[config.mk]
export PLATFORM = sky130hd
export DESIGN_NAME = dmem_port_arbiter
export DESIGN_NICKNAME = d
export VERILOG_FILES = /design/src/rtl/dmem_port_arbiter.sv
export SDC_FILE = /design/constraint.sdc
export NUM_CORES = 1
export LEC_CHECK = 0
export BUFFER_PORTS_ARGS = -buffer_cell sky130_fd_sc_hd__buf_2
export CAP_MARGIN = 20
export CORE_AREA = 2 2 203 205
export CTS_CLUSTER_DIAMETER = 100
export DETAILED_ROUTE_END_ITERATION = 8
export DIE_AREA = 0 0 205 207
export RECOVER_POWER = 50
export SLEW_MARGIN = 20
export SYNTH_ARGS = -nofsm -noshare
export SYNTH_HDL_FRONTEND = slang
export SYNTH_SLANG_ARGS = --single-unit
[constraint.sdc]
create_clock -name clock -period 1.5 [get_ports clock]
set_input_delay 0.45 -clock clock [delete_from_list [all_inputs] [get_ports clock]]
set_output_delay 0.45 -clock clock [all_outputs]
set_load 0.1 [all_outputs]
[src/rtl/dmem_port_arbiter.sv]
// dmem_port_arbiter
//   Lets two requesters share the single-port data memory: port 0 (pipeline MEM stage)
//   and port 1 (loader/DMA). The winning request is latched, presented to the memory
//   for one cycle (ACCESS), and completed with a one-cycle response pulse (RESP). A new
//   request can be accepted during RESP, so back-to-back accesses take 2 cycles each.
// Ports
//   clock, reset_n           clock, asynchronous active-low reset
//   pN_valid/write/addr/wdata request from port N (N = 0, 1)
//   pN_ready                 request accepted this cycle (combinational)
//   pN_resp, pN_err          completion pulse; err flags a misaligned (not performed) access
//   resp_rdata               load data for the responding port, 0 for stores/errors
//   stall                    hold the pipeline while port 0 is waiting or in flight
//   mem_read/mem_write/mem_address/mem_wdata/mem_rdata   data_memory interface
module dmem_port_arbiter #(
  parameter int unsigned RR_MODE  = 1,
  parameter int unsigned MAX_WAIT = 8
) (
  input  logic        clock,
  input  logic        reset_n,
  input  logic        p0_valid,
  input  logic        p0_write,
  input  logic [63:0] p0_addr,
  input  logic [63:0] p0_wdata,
  output logic        p0_ready,
  output logic        p0_resp,
  output logic        p0_err,
  input  logic        p1_valid,
  input  logic        p1_write,
  input  logic [63:0] p1_addr,
  input  logic [63:0] p1_wdata,
  output logic        p1_ready,
  output logic        p1_resp,
  output logic        p1_err,
  output logic [63:0] resp_rdata,
  output logic        stall,
  output logic        mem_read,
  output logic        mem_write,
  output logic [63:0] mem_address,
  output logic [63:0] mem_wdata,
  input  logic [63:0] mem_rdata
);

  localparam int unsigned WaitW = $clog2(MAX_WAIT + 1);
  localparam logic [WaitW-1:0] WaitMax = WaitW'(MAX_WAIT);

  typedef enum logic [1:0] {StIdle, StAccess, StResp} state_e;

  state_e            state_q, state_d;
  logic              port_q, port_d;     // 0 = port 0, 1 = port 1
  logic              write_q, write_d;
  logic              err_q, err_d;
  logic [63:0]       addr_q, addr_d;
  logic [63:0]       wdata_q, wdata_d;
  logic [63:0]       rdata_q, rdata_d;
  logic              prio_q, prio_d;     // port preferred when both request (round-robin)
  logic [WaitW-1:0]  wait_q, wait_d;

  logic grant;   // 1 = port 1 wins
  logic accept;

  always_comb begin
    if (RR_MODE != 0) begin
      grant = (p0_valid & p1_valid) ? prio_q : p1_valid;
    end else begin
      grant = p1_valid & (~p0_valid | (wait_q == WaitMax));
    end
    accept   = ((state_q == StIdle) || (state_q == StResp)) & (p0_valid | p1_valid);
    p0_ready = accept & ~grant;
    p1_ready = accept & grant;
  end

  always_comb begin
    state_d = state_q;
    port_d  = port_q;
    write_d = write_q;
    err_d   = err_q;
    addr_d  = addr_q;
    wdata_d = wdata_q;
    rdata_d = rdata_q;
    prio_d  = prio_q;
    wait_d  = wait_q;

    unique case (state_q)
      StIdle:   if (accept) state_d = StAccess;
      StAccess: begin
        state_d = StResp;
        rdata_d = (~write_q & ~err_q) ? mem_rdata : '0;
      end
      StResp:   state_d = accept ? StAccess : StIdle;
      default:  state_d = StIdle;
    endcase

    if (accept) begin
      port_d  = grant;
      write_d = grant ? p1_write : p0_write;
      addr_d  = grant ? p1_addr : p0_addr;
      wdata_d = grant ? p1_wdata : p0_wdata;
      err_d   = grant ? (p1_addr[2:0] != 3'b000) : (p0_addr[2:0] != 3'b000);
      prio_d  = ~grant;
    end

    // Starvation counter for port 1; counts every cycle it waits, in any state.
    if (p1_ready) begin
      wait_d = '0;
    end else if (p1_valid && (wait_q != WaitMax)) begin
      wait_d = wait_q + WaitW'(1);
    end
  end

  always_ff @(posedge clock or negedge reset_n) begin
    if (!reset_n) begin
      state_q <= StIdle;
      port_q  <= 1'b0;
      write_q <= 1'b0;
      err_q   <= 1'b0;
      addr_q  <= '0;
      wdata_q <= '0;
      rdata_q <= '0;
      prio_q  <= 1'b0;
      wait_q  <= '0;
    end else begin
      state_q <= state_d;
      port_q  <= port_d;
      write_q <= write_d;
      err_q   <= err_d;
      addr_q  <= addr_d;
      wdata_q <= wdata_d;
      rdata_q <= rdata_d;
      prio_q  <= prio_d;
      wait_q  <= wait_d;
    end
  end

  // Memory strobes derive from state_q only, so an async reset drops them at once.
  always_comb begin
    mem_read    = 1'b0;
    mem_write   = 1'b0;
    mem_address = '0;
    mem_wdata   = '0;
    if (state_q == StAccess) begin
      mem_read    = ~write_q & ~err_q;
      mem_write   = write_q & ~err_q;
      mem_address = addr_q;
      mem_wdata   = wdata_q;
    end
  end

  always_comb begin
    p0_resp    = (state_q == StResp) & ~port_q;
    p1_resp    = (state_q == StResp) & port_q;
    p0_err     = p0_resp & err_q;
    p1_err     = p1_resp & err_q;
    resp_rdata = (state_q == StResp) ? rdata_q : '0;
    stall      = p0_valid | ((state_q != StIdle) & ~port_q);
  end

endmodule

==> run summary <==
RUN STATUS
-----------------------------------------------------------------------------------------------------
Result of the run                                                                        finished, violations left
Violated checks                                                                          setup timing

STA
-----------------------------------------------------------------------------------------------------
Sum of negative setup slack                                                                -180.26 ns
Actual transition at the worst max-transition pin                                            0.762 ns
Setup repair after global routing missed its margin                                              true
Peak clock frequency supported by timing                                                      444 MHz
Minimum setup slack in the final design                                                     -0.752 ns
Count of pins over their slew limit                                                                 0
Rel. slew slack                                                                                 49.2%
Hold Fails Final Rpt                                                                                0
Number of setup violations in the final report                                                    397
Period utilisation layout                                                                        150%
Worst hold slack                                                                             0.195 ns
Min Clock Period, post-route                                                                  2.25 ns
Final Skew                                                                                  0.0114 ns

SYNTHESIS
-----------------------------------------------------------------------------------------------------
Synthesized flop and latch total                                                                  198
Synth Area per Inst                                                                        11.5 sq um
Cell area after synthesis                                                                  9360 sq um
Largest family of logic cells by synthesized area                                        simple AND/OR/NAND/NOR gates
Share of synthesized area spent on multiplexers                                                    0%
Basic-gate share of the synthesized area counting and, or, nand and nor cells                   22.2%
Xor/xnor share of the synthesized area                                                             0%
Number of distinct library cell variants in the gate-level netlist after synthesis                 23
Synthesized-area fraction occupied by ao, oa, aoi and oai cells                                 20.5%
Share of synthesized area occupied by flip-flops and latches                                    52.9%
Post-synthesis share of cell area spent on full adders, half adders and majority gates             0%
Post-synth net total                                                                            1,139
Warning count from the yosys run                                                                    0
Gate count after technology mapping                                                               813

PLACED DESIGN
-----------------------------------------------------------------------------------------------------
Final RePlAce weighted congestion                                                               0.870
Count of input and output buffers                                                                 526
Detail Placement HPWL                                                                       26,900 um

LAYOUT
-----------------------------------------------------------------------------------------------------
Area added between synthesis and finish                                                          105%
Share of layout cells above drive strength 1                                                    67.9%
Fin nets                                                                                        1,751
Fill cell count                                                                                 3,564

FLOORPLAN
-----------------------------------------------------------------------------------------------------
Overall die area                                                                         42,400 sq um
Vertical die dimension                                                                         207 um
Number of rows in the core area                                                                    74
Effective utilization at floorplan                                                              23.2%
Number of primary I/O pins                                                                        527
Area inside the core boundary                                                            40,400 sq um
Overall die width                                                                              205 um

CLOCK TREE
-----------------------------------------------------------------------------------------------------
Maximum buffer depth of the clock tree                                                              2
# H-tree levels                                                                                     4
Clock tree from TritonCTS                                                                       built
Worst-Skew Late Latency                                                                       0.47 ns
Cell at the root of the clock tree                                                       sky130_fd_sc_hd__clkbuf_16
TritonCTS Buffers                                                                                  17
Clock sink count                                                                                  198
Clock slew at the register clock pins of the worst setup and hold paths                       0.07 ns

JOB
-----------------------------------------------------------------------------------------------------
Count of maximum capacitance violations                                                             0

ROUTE
-----------------------------------------------------------------------------------------------------
Vias post-DR                                                                                    9,571
Post-route antenna net violation count                                                              0
Average detailed-routed wire length per instance                                              23.7 um
Number of design rule violations left after detail routing                                          0
Total Routed Length                                                                         46,700 um
Detailed-route vias per instance                                                                 4.85
First-iteration detailed-routing DRC count                                                        762
Iteration count of the initial detailed-routing pass                                                5

GLOBAL ROUTING
-----------------------------------------------------------------------------------------------------
Global-route wire length before repair                                                      60,700 um
Global-route track usage on met2                                                                32.8%
Met1 Use GR                                                                                     23.3%
Total Routing Usage GR                                                                          19.2%
Largest net degree at the start of global routing                                                  52
Grt total ovfl                                                                                      0
Number of antenna violations at the first check in global routing                                   5
Vias in the first global route                                                                  9,779
Met3 Usage GRT                                                                                  4.85%
Busiest layer in global routing                                                                  met2

WORST SETUP PATH
-----------------------------------------------------------------------------------------------------
Crit end category                                                                         output port
Highest net fanout along the worst path                                                             5
Critical path class                                                                           reg2out
Element type at the critical path start                                                          flop
Critical Path RT                                                                              1.05 ns
Endpoint arrival time on the critical path                                                    1.80 ns

PWR
-----------------------------------------------------------------------------------------------------
Areal power density over the cells                                                       1300 nW/um^2
Worst IR Drop VDD                                                                              747 uV
Static power due to leakage                                                                   9.02 nW

WORST HOLD PATH
-----------------------------------------------------------------------------------------------------
Path type of the worst min-delay path                                                          in2reg

## metrics by stage
| step | total power, mW | util, % | setup slack [ns] | cell area, sq um | cells |
|---|---|---|---|---|---|
| floorplan | 14.1 | - | -0.542 | 10100 | 813 |
| global placement | 18.0 | 40.7 | -0.295 | 16400 | 1844 |
| detailed placement | 18.1 | 40.7 | -0.289 | 16400 | 1844 |
| CTS | 24.1 | 45.2 | -0.813 | 18200 | 1926 |
| global route | 25.8 | 47.4 | -0.814 | 19200 | 1974 |
| finish | 24.9 | 47.4 | -0.752 | 19200 | 1974 |
## metal layers
metal,routed length (um),share of wire (%),vias to the layer above
met5,13,0.028,-
met4,1090,2.3,2
met3,2990,6.4,70
met2,24300,52,449
met1,18300,39,4858
li1,-,-,4192
## cells in the mapped netlist (all sizes together)
| library cell | count | area share [%] |
|---|---|---|
| a221o | 130 | 14 |
| nand2b | 1 | 0.067 |
| buf | 30 | 2.2 |
| a21o | 2 | 0.16 |
| a22o | 64 | 6.0 |
| o21ai | 1 | 0.053 |
| inv | 4 | 0.16 |
| a211oi | 1 | 0.13 |
| and2 | 324 | 22 |
| nor2b | 2 | 0.13 |
| nor3b | 1 | 0.080 |
| o21bai | 1 | 0.20 |
| and3 | 1 | 0.067 |
| o211a | 1 | 0.11 |
| clkbuf | 48 | 1.9 |
| or3 | 2 | 0.13 |
| nor2 | 1 | 0.040 |
| dfrtp | 198 | 53 |
| nor3 | 1 | 0.053 |
## flip-flops by register name, indices dropped and copies added (netlist names)
register and flops:
addr_q 64, rdata_q 64, wdata_q 64, state_q 2
err_q 1, port_q 1, prio_q 1, write_q 1
## final timing paths
check,depth (start not counted),from,slack (ns),to
setup reg to reg,9,state_q[0]$_DFFE_PN0P_,-0.36,rdata_q[49]$_DFFE_PN0P_
hold / removal,2,mem_rdata[0],0.19,rdata_q[0]$_DFFE_PN0P_
setup / recovery,7,state_q[1]$_DFFE_PN0P_,-0.75,mem_wdata[58]
max in group asynchronous,3,reset_n,0.18,rdata_q[46]$_DFFE_PN0P_
min in group asynchronous,2,reset_n,0.62,addr_q[0]$_DFFE_PN0P_
hold reg to reg,1,rdata_q[2]$_DFFE_PN0P_,0.51,rdata_q[2]$_DFFE_PN0P_
## power by group
part	internal (mW)	switching, mW	total (mW)
clock	2.60	2.18	4.78
sequential	6.50	0.812	7.31
combinational	5.84	6.94	12.8
## cells in the final DEF, fill, tap and decap left out, types with 2 or more instances in the layout
master	instances
sky130_fd_sc_hd__buf_2	324
sky130_fd_sc_hd__and2_4	270
sky130_fd_sc_hd__buf_12	229
sky130_fd_sc_hd__dfrtp_1	197
sky130_fd_sc_hd__a221o_1	130
sky130_fd_sc_hd__a22o_1	64
sky130_fd_sc_hd__and2_1	54
sky130_fd_sc_hd__clkbuf_16	43
sky130_fd_sc_hd__buf_16	23
sky130_fd_sc_hd__buf_6	23
sky130_fd_sc_hd__buf_4	22
sky130_fd_sc_hd__clkbuf_1	11
sky130_fd_sc_hd__buf_8	6
sky130_fd_sc_hd__diode_2	4
sky130_fd_sc_hd__clkbuf_2	4
sky130_fd_sc_hd__o21bai_4	3
sky130_fd_sc_hd__clkbuf_8	3
sky130_fd_sc_hd__nor2b_4	2
sky130_fd_sc_hd__a21o_1	2
sky130_fd_sc_hd__or3_1	2
sky130_fd_sc_hd__clkinv_4	2
sky130_fd_sc_hd__clkinv_2	2
sky130_fd_sc_hd__inv_6	2
sky130_fd_sc_hd__bufinv_16	2
sky130_fd_sc_hd__clkinvlp_4	2
## repair_timing
item                       CTS  global route
resized for setup           77           114
hold endpoints to repair    23             0
cloned                      24            40
pin swaps                   15            83
buffers inserted            25            14
setup endpoints to repair  388           397
hold buffers                 1             0
## layout make-up
class | instances | area (sq um) | area share, %
repair buffers | 669 | 8110 | 42.3
clock buffers | 22 | 474 | 2.48
flip-flops and latches | 198 | 4960 | 25.9
diodes | 4 | 10.0 | 0.0523
multi-input cells | 535 | 4800 | 25.0
inverters | 4 | 25.0 | 0.131
clock inverters | 10 | 120 | 0.627
well taps | 532 | 666 | 3.48
## kinds of logic (layout without fill, tap and decap cells)
kind of cell / count (synthesis) / count (layout)
AND/OR/NAND/NOR: 333 / 333
AO/OA/AOI/OAI: 200 / 202
flip-flops: 198 / 198
buffers and inverters: 82 / 705
other: 0 / 4
## critical path, stage by stage (launching register included)
cell and delay (ns):
sky130_fd_sc_hd__dfrtp_1 0.39, sky130_fd_sc_hd__nand2b_4 0.17, sky130_fd_sc_hd__inv_8 0.09, sky130_fd_sc_hd__buf_12 0.11, sky130_fd_sc_hd__buf_12 0.12, sky130_fd_sc_hd__buf_16 0.13
sky130_fd_sc_hd__and2_4 0.15, sky130_fd_sc_hd__buf_12 0.17
Power figures use the tool's default switching activity.
